[src/rtl/pp_pipeline_accel_mat2axi_geom_proc_pkg.sv]
// pp_mat2axi_geom_pkg: state encoding, stride sentinel and width helpers for the Mat2Axi geometry block
package pp_mat2axi_geom_pkg;

   typedef enum logic [1:0] {S_IDLE, S_CALC, S_DONE} state_t;

   localparam logic [31:0] STRIDE_AUTO = 32'hFFFF_FFFF;

   function automatic int clog2(input int v);
      int r;
      r = 0;
      while ((1 << r) < v) r = r + 1;
      return r;
   endfunction

   // Row beat width: one bit of headroom over the byte count so the round-up add never overflows
   function automatic int rb_w(input int cols_w, input int pb);
      return cols_w + pb + 1;
   endfunction

   function automatic int tb_w(input int rows_w, input int cols_w, input int pb);
      return rows_w + rb_w(cols_w, pb);
   endfunction

endpackage

[src/rtl/pp_pipeline_accel_mat2axi_geom_proc_seq_mult.sv]
// pp_mat2axi_seq_mult: shift-add multiplier, one B bit per cycle LSB first, fixed B_W cycles
module pp_mat2axi_seq_mult
   import pp_mat2axi_geom_pkg::*;
#(
   parameter int A_W = 17,
   parameter int B_W = 16
) (
   input  logic               clk,
   input  logic               rst,
   input  logic               i_load,
   input  logic [A_W-1:0]     i_a,
   input  logic [B_W-1:0]     i_b,
   output logic               o_busy,
   output logic               o_done,
   output logic [A_W+B_W-1:0] o_p
);

   localparam int P_W   = A_W + B_W;
   localparam int CNT_W = clog2(B_W + 1);

   logic [P_W-1:0]   r_a;
   logic [P_W-1:0]   r_acc;
   logic [B_W-1:0]   r_b;
   logic [CNT_W-1:0] r_cnt;
   logic [P_W-1:0]   w_sum;

   assign w_sum  = r_acc + (r_b[0] ? r_a : '0);
   assign o_busy = r_cnt != '0;
   assign o_done = r_cnt == CNT_W'(1);
   assign o_p    = w_sum;

   // Accumulate one partial product per cycle; o_p carries the final product during the last step
   always_ff @(posedge clk) begin
      if (rst) begin
         r_a   <= '0;
         r_b   <= '0;
         r_acc <= '0;
         r_cnt <= '0;
      end else if (i_load) begin
         r_a   <= P_W'(i_a);
         r_b   <= i_b;
         r_acc <= '0;
         r_cnt <= CNT_W'(B_W);
      end else if (o_busy) begin
         r_acc <= w_sum;
         r_a   <= r_a << 1;
         r_b   <= r_b >> 1;
         r_cnt <= r_cnt - CNT_W'(1);
      end
   end

endmodule

[src/rtl/pp_pipeline_accel_mat2axi_geom_proc.sv]
// pp_pipeline_accel_mat2axi_geom_proc: per-frame Mat2Axi geometry resolve under ap_ctrl_chain
module pp_pipeline_accel_mat2axi_geom_proc
   import pp_mat2axi_geom_pkg::*;
#(
   parameter int COLS_W         = 16,
   parameter int ROWS_W         = 16,
   parameter int AXI_W          = 64,
   parameter int PIX_BYTES_LOG2 = 0
) (
   input  logic                                    ap_clk,
   input  logic                                    ap_rst,
   input  logic                                    ap_start,
   output logic                                    ap_ready,
   output logic                                    ap_done,
   input  logic                                    ap_continue,
   output logic                                    ap_idle,
   input  logic [31:0]                             stride,
   input  logic [COLS_W-1:0]                       cols,
   input  logic [ROWS_W-1:0]                       rows,
   output logic [COLS_W-1:0]                       stride_eff,
   output logic [COLS_W+PIX_BYTES_LOG2-1:0]        pitch_bytes,
   output logic [COLS_W+PIX_BYTES_LOG2:0]          row_beats,
   output logic [ROWS_W+COLS_W+PIX_BYTES_LOG2:0]   total_beats,
   output logic                                    err
);

   localparam int PB      = PIX_BYTES_LOG2;
   localparam int PIT_W   = COLS_W + PB;
   localparam int RB      = rb_w(COLS_W, PB);
   localparam int TB      = tb_w(ROWS_W, COLS_W, PB);
   localparam int AB_LOG2 = clog2(AXI_W / 8);
   localparam int SUM_W   = RB + AB_LOG2;

   state_t            r_state;
   state_t            w_next;
   logic              w_fin;
   logic              w_auto;
   logic              w_err;
   logic [COLS_W-1:0] w_seff;
   logic [PIT_W-1:0]  w_pitch;
   logic [SUM_W-1:0]  w_bsum;
   logic [RB-1:0]     w_rb;
   logic              w_mul_busy;
   logic              w_mul_done;
   logic [TB-1:0]     w_prod;
   logic [COLS_W-1:0] r_seff;
   logic [PIT_W-1:0]  r_pitch;
   logic [RB-1:0]     r_rb;
   logic              r_err;
   logic [COLS_W-1:0] r_o_seff;
   logic [PIT_W-1:0]  r_o_pitch;
   logic [RB-1:0]     r_o_rb;
   logic [TB-1:0]     r_o_tb;
   logic              r_o_err;

   assign w_auto  = stride == STRIDE_AUTO;
   assign w_err   = !w_auto && ((|stride[31:COLS_W]) || (stride[COLS_W-1:0] < cols));
   assign w_seff  = (w_auto || w_err) ? cols : stride[COLS_W-1:0];
   assign w_pitch = PIT_W'(w_seff) << PB;
   assign w_bsum  = (SUM_W'(cols) << PB) + SUM_W'(AXI_W / 8 - 1);
   assign w_rb    = RB'(w_bsum >> AB_LOG2);

   assign stride_eff  = r_o_seff;
   assign pitch_bytes = r_o_pitch;
   assign row_beats   = r_o_rb;
   assign total_beats = r_o_tb;
   assign err         = r_o_err;

   pp_mat2axi_seq_mult #(
      .A_W (RB),
      .B_W (ROWS_W)
   ) u_mult (
      .clk    (ap_clk),
      .rst    (ap_rst),
      .i_load (ap_ready),
      .i_a    (w_rb),
      .i_b    (rows),
      .o_busy (w_mul_busy),
      .o_done (w_mul_done),
      .o_p    (w_prod)
   );

   // State register
   always_ff @(posedge ap_clk) begin
      if (ap_rst) r_state <= S_IDLE;
      else        r_state <= w_next;
   end

   // Handshake outputs and next state; an idle multiplier in CALC falls back to IDLE
   always_comb begin
      w_next   = r_state;
      ap_ready = 1'b0;
      ap_done  = 1'b0;
      ap_idle  = 1'b0;
      w_fin    = 1'b0;
      case (r_state)
         S_IDLE: begin
            ap_ready = ap_start;
            ap_idle  = !ap_start;
            w_next   = ap_start ? S_CALC : S_IDLE;
         end
         S_CALC: begin
            w_fin  = w_mul_done;
            w_next = w_mul_done ? S_DONE : (w_mul_busy ? S_CALC : S_IDLE);
         end
         S_DONE: begin
            ap_done = 1'b1;
            w_next  = ap_continue ? S_IDLE : S_DONE;
         end
         default: w_next = S_IDLE;
      endcase
   end

   // Capture the combinational stride/pitch/beat resolve at the accepted start
   always_ff @(posedge ap_clk) begin
      if (ap_rst) begin
         r_seff  <= '0;
         r_pitch <= '0;
         r_rb    <= '0;
         r_err   <= 1'b0;
      end else if (ap_ready) begin
         r_seff  <= w_seff;
         r_pitch <= w_pitch;
         r_rb    <= w_rb;
         r_err   <= w_err;
      end
   end

   // Publish all results together on entry to DONE so consumers never see a mixed frame
   always_ff @(posedge ap_clk) begin
      if (ap_rst) begin
         r_o_seff  <= '0;
         r_o_pitch <= '0;
         r_o_rb    <= '0;
         r_o_tb    <= '0;
         r_o_err   <= 1'b0;
      end else if (w_fin) begin
         r_o_seff  <= r_seff;
         r_o_pitch <= r_pitch;
         r_o_rb    <= r_rb;
         r_o_tb    <= w_prod;
         r_o_err   <= r_err;
      end
   end

endmodule

[config.mk]
export PLATFORM = sky130hd
export DESIGN_NAME = pp_pipeline_accel_mat2axi_geom_proc
export DESIGN_NICKNAME = d
export VERILOG_FILES = /design/src/rtl/pp_pipeline_accel_mat2axi_geom_proc_pkg.sv /design/src/rtl/pp_pipeline_accel_mat2axi_geom_proc_seq_mult.sv /design/src/rtl/pp_pipeline_accel_mat2axi_geom_proc.sv
export SDC_FILE = /design/constraint.sdc
export NUM_CORES = 1
export LEC_CHECK = 0
export CORE_AREA = 2 2 131 133
export DETAILED_ROUTE_END_ITERATION = 8
export DIE_AREA = 0 0 133 135
export PLACE_DENSITY = 0.89
export SYNTH_ARGS = -nofsm -noshare
export SYNTH_HDL_FRONTEND = slang
export SYNTH_SLANG_ARGS = --single-unit
[constraint.sdc]
create_clock -name ap_clk -period 5.1 [get_ports ap_clk]
set_input_delay 0.765 -clock ap_clk [delete_from_list [all_inputs] [get_ports ap_clk]]
set_output_delay 0.765 -clock ap_clk [all_outputs]
set_load 0.005 [all_outputs]
==> flow_summary.json <==
{
  "status": "finished clean",
  "drv_cap": 0,
  "clock_path_buffers": 2,
  "clk_pin_slew_ns": 0.07,
  "drive_above_1_share_pct": 4.154,
  "syn_inst": 1197,
  "tritoncts": "built",
  "ys_seq_area_share_pct": 39.25,
  "ant_nets": 0,
  "synth_area_leaders": "dfxtp_1 39%, nand2_1 11%, a21oi_1 7.7%",
  "seqCellArea_um2": 3684,
  "tns_ns": 0,
  "dp.final_hpwl_um": 17630,
  "finalCritPeriodShare_pct": 76.62,
  "setup_violations": 0,
  "grt_max_degree": 95,
  "hp-class": "reg -> reg",
  "multi_input_area_um2": 5206,
  "slew_headroom_pct": 37.76,
  "core_um2": 16410,
  "crit_slowest_cell": "a2111oi_0",
  "cp_data_arrival_time_ns": 4.28,
  "power.internal_w": 0.002621,
  "hold_ws_ns": 0.4512,
  "die_area_um2": 17960,
  "clock_skew_ns": 0.008237,
  "r2r_cells": 11,
  "synth-seq-cells": 184,
  "endpoint_kind": "flip-flop",
  "power_density_nw_per_um2": 365.1,
  "hold_end": "pitch_bytes[8]$_SDFFE_PP0P_",
  "rows": 47,
  "tightest_slew_ns": 0.9301,
  "cp_slowest_stage_delay_ns": 0.66,
  "synth-async-reset-ratio_pct": 0,
  "post_drt_wl_per_cell_um": 16.27,
  "hold_viol": 0,
  "gp_congestion": 0.9023,
  "drc_errors": 0,
  "rsz0062_at_grt": "no",
  "worstSkewPairLatency_ns": 0.44,
  "die_h_um": 135,
  "startpoint_type": "flip-flop",
  "post_cts_resized": 0,
  "grt_usage_pct": 26.96,
  "start_util_pct": 57.20,
  "critPathLaunch": "u_mult.r_b[0]$_SDFFE_PP0P_",
  "grt_pass1_vias": 8037,
  "swShare_pct": 37.13,
  "cts_root_buf": "clkbuf_16",
  "worstSetupPathType": "reg -> reg",
  "yosysUniqueCellTypes": 58,
  "power.leakage_nw": 4.300,
  "grt_pass1_wl_um": 39390,
  "dr.first_iter.drc_count": 614,
  "drv_slew": 0,
  "synth_edf_count": 0,
  "critPathRequiredTime_ns": 5.47,
  "post-cts-setup-buffers": 0,
  "io_buffers": 150,
  "pre_cts_ws_ns": 1.281,
  "cp_max_fo": 34,
  "wirelength_um": 24730,
  "p_comb_share_pct": 27.9,
  "critPathMostFrequentCell": "a21oi_1",
  "pin_count": 154,
  "via_per_inst": 5.784,
  "drt-pass1-iter-count": 7,
  "netlist_area_um2": 9384,
  "r2r-end": "u_mult.r_acc[32]$_SDFFE_PP0P_",
  "numClockSinks": 184,
  "fin_crit_ns": 3.908,
  "area_growth_pct": 21.68,
  "setup_ws_ns": 1.192,
  "yosysTopAreaCellShare_pct": 39.25,
  "path_cells": "and2_1 > ha_1 > fa_1 > a21oi_1 > o221ai_2 > a211oi_2 > o21ai_0 > a2111oi_0 > mux2i_1 > nand3_1 > a21oi_1",
  "holdPathStages": 2,
  "max_freq_mhz": 255.9,
  "clkPwrFrac_pct": 31.7,
  "switchingPower_w": 0.001548,
  "antenna_found_initial": 0,
  "hold_buffers": 0,
  "p_seq_share_pct": 40.4,
  "cts_max_level": 4,
  "hp-start": "r_pitch[8]$_SDFFE_PP0P_",
  "fin_cells": 1520,
  "syn_area_per_cell_um2": 7.840,
  "diodes": 0,
  "numCtsBuffers": 17,
  "synth_area_leader_cell": "dfxtp_1",
  "nets": 1405,
  "irDropWorstVdd_uv": 375.9,
  "synth_flop_cell": "dfxtp_1",
  "place_inst": 1488,
  "fp.dieW_um": 133,
  "grt-ovfl-total": 0,
  "timing.rr.start": "u_mult.r_b[0]$_SDFFE_PP0P_",
  "route.vias.total": 8792,
  "fillers": 1260,
  "ys_warn_count": 0,
  "r2r_slack_ns": 1.19
}
## flip-flops by register name, indices dropped and copies added, names as in the netlist
register and cells:
u_mult.r_b 16, u_mult.r_cnt 5, row_beats 14, r_rb 14, r_err 1, u_mult.r_acc 33
r_pitch 16, pitch_bytes 16, u_mult.r_a 33, err 1, total_beats 33, r_state 2
## logic make-up (layout without fill, tap and decap cells)
| kind of cell | count (synthesis) | after routing | synth area share [%] |
|---|---|---|---|
| multiplexers | 23 | 23 | 2.453 |
| AO/OA/AOI/OAI | 287 | 287 | 18.95 |
| flip-flops | 184 | 184 | 39.25 |
| XOR/XNOR | 36 | 36 | 3.360 |
| adder cells (fa/ha/maj) | 50 | 50 | 6.747 |
| AND/OR/NAND/NOR | 499 | 499 | 23.69 |
| buffers and inverters | 117 | 218 | 5.507 |
| other | 1 | 3 | 0.03996 |
## per-layer routing
metal / vias to the layer above / GRT usage (%) / share of wire (%)
met5: - / 0 / 0
met4: 0 / 9.498 / 2.2
li1: 4313 / - / -
met3: 46 / 4.392 / 5.5
met1: 4138 / 35.31 / 44
met2: 295 / 45.31 / 48
## how the worst max path moves through the flow
stage / to / slack, ns / cells past startpoint
final: u_mult.r_acc[32]$_SDFFE_PP0P_ / 1.19 / 11
after global routing: total_beats[32]$_SDFFE_PP0P_ / 0.94 / 11
after CTS: u_mult.r_acc[32]$_SDFFE_PP0P_ / 1.24 / 11
after detailed placement: u_mult.r_acc[32]$_SDFFE_PP0P_ / 1.28 / 11
after global placement: u_mult.r_acc[32]$_SDFFE_PP0P_ / 1.35 / 11
after floorplan: u_mult.r_acc[32]$_SDFFE_PP0P_ / 1.95 / 12
## placed cells by master, fill, tap and decap left out, types with 18 or more instances in the layout
master / count
clkdlybuf4s50_1: 149
a211oi_1: 25
and2_1: 35
xnor2_1: 30
dfxtp_1: 184
o21ai_0: 23
a21o_1: 20
a21oi_1: 144
nand2_1: 274
inv_1: 26
ha_1: 49
a311oi_1: 18
nand3_1: 23
nor2_1: 77
mux2i_1: 23
nand4_1: 18
## through the flow
stage / util (%) / power [W] / cell area, µm²
4_1_cts: 69.60 / 0.004155 / 11420
3_3_place_gp: 66.03 / 0.002806 / 10830
5_1_grt: 69.60 / 0.004366 / 11420
2_1_floorplan: - / 0.002509 / 9392
6_report: 69.60 / 0.004168 / 11420
3_5_place_dp: 66.03 / 0.002836 / 10830
## critical path: cells and delay by family, from the launching register on
family / cells / cell delay [ns]
and+or+nand+nor: 2 / 0.42
DFF: 1 / 0.60
muxes: 1 / 0.29
adders and majority gates: 2 / 0.60
AOI/OAI and AO/OA: 6 / 1.92
## power groups by stage
stage	combinational (W)	clock [W]	sequential (W)
2_1_floorplan	0.000840	0	0.00167
3_5_place_dp	0.00113	0	0.00171
3_3_place_gp	0.00110	0	0.00170
6_report	0.00116	0.00132	0.00168
4_1_cts	0.00115	0.00133	0.00168
5_1_grt	0.00128	0.00139	0.00170
## cells in the mapped netlist, drive strengths merged (22+ instances only)
master,n
clkbuf,63
a21oi,144
buf,27
a211oi,27
ha,49
o21ai,23
a21o,22
nand2,275
nand3,24
nor2,77
mux2i,23
inv,26
dfxtp,184
xnor2,30
and2,37
## final cells by class
cell class,count,share of cell area (%)
multi-input combinational,898,45.59
sequential,184,32.26
clock inverter,14,1.370
timing repair buffer,159,13.72
clock buffer,18,3.758
inverter,27,0.8876
tap,220,2.411
(Power assumes the default switching activity.)
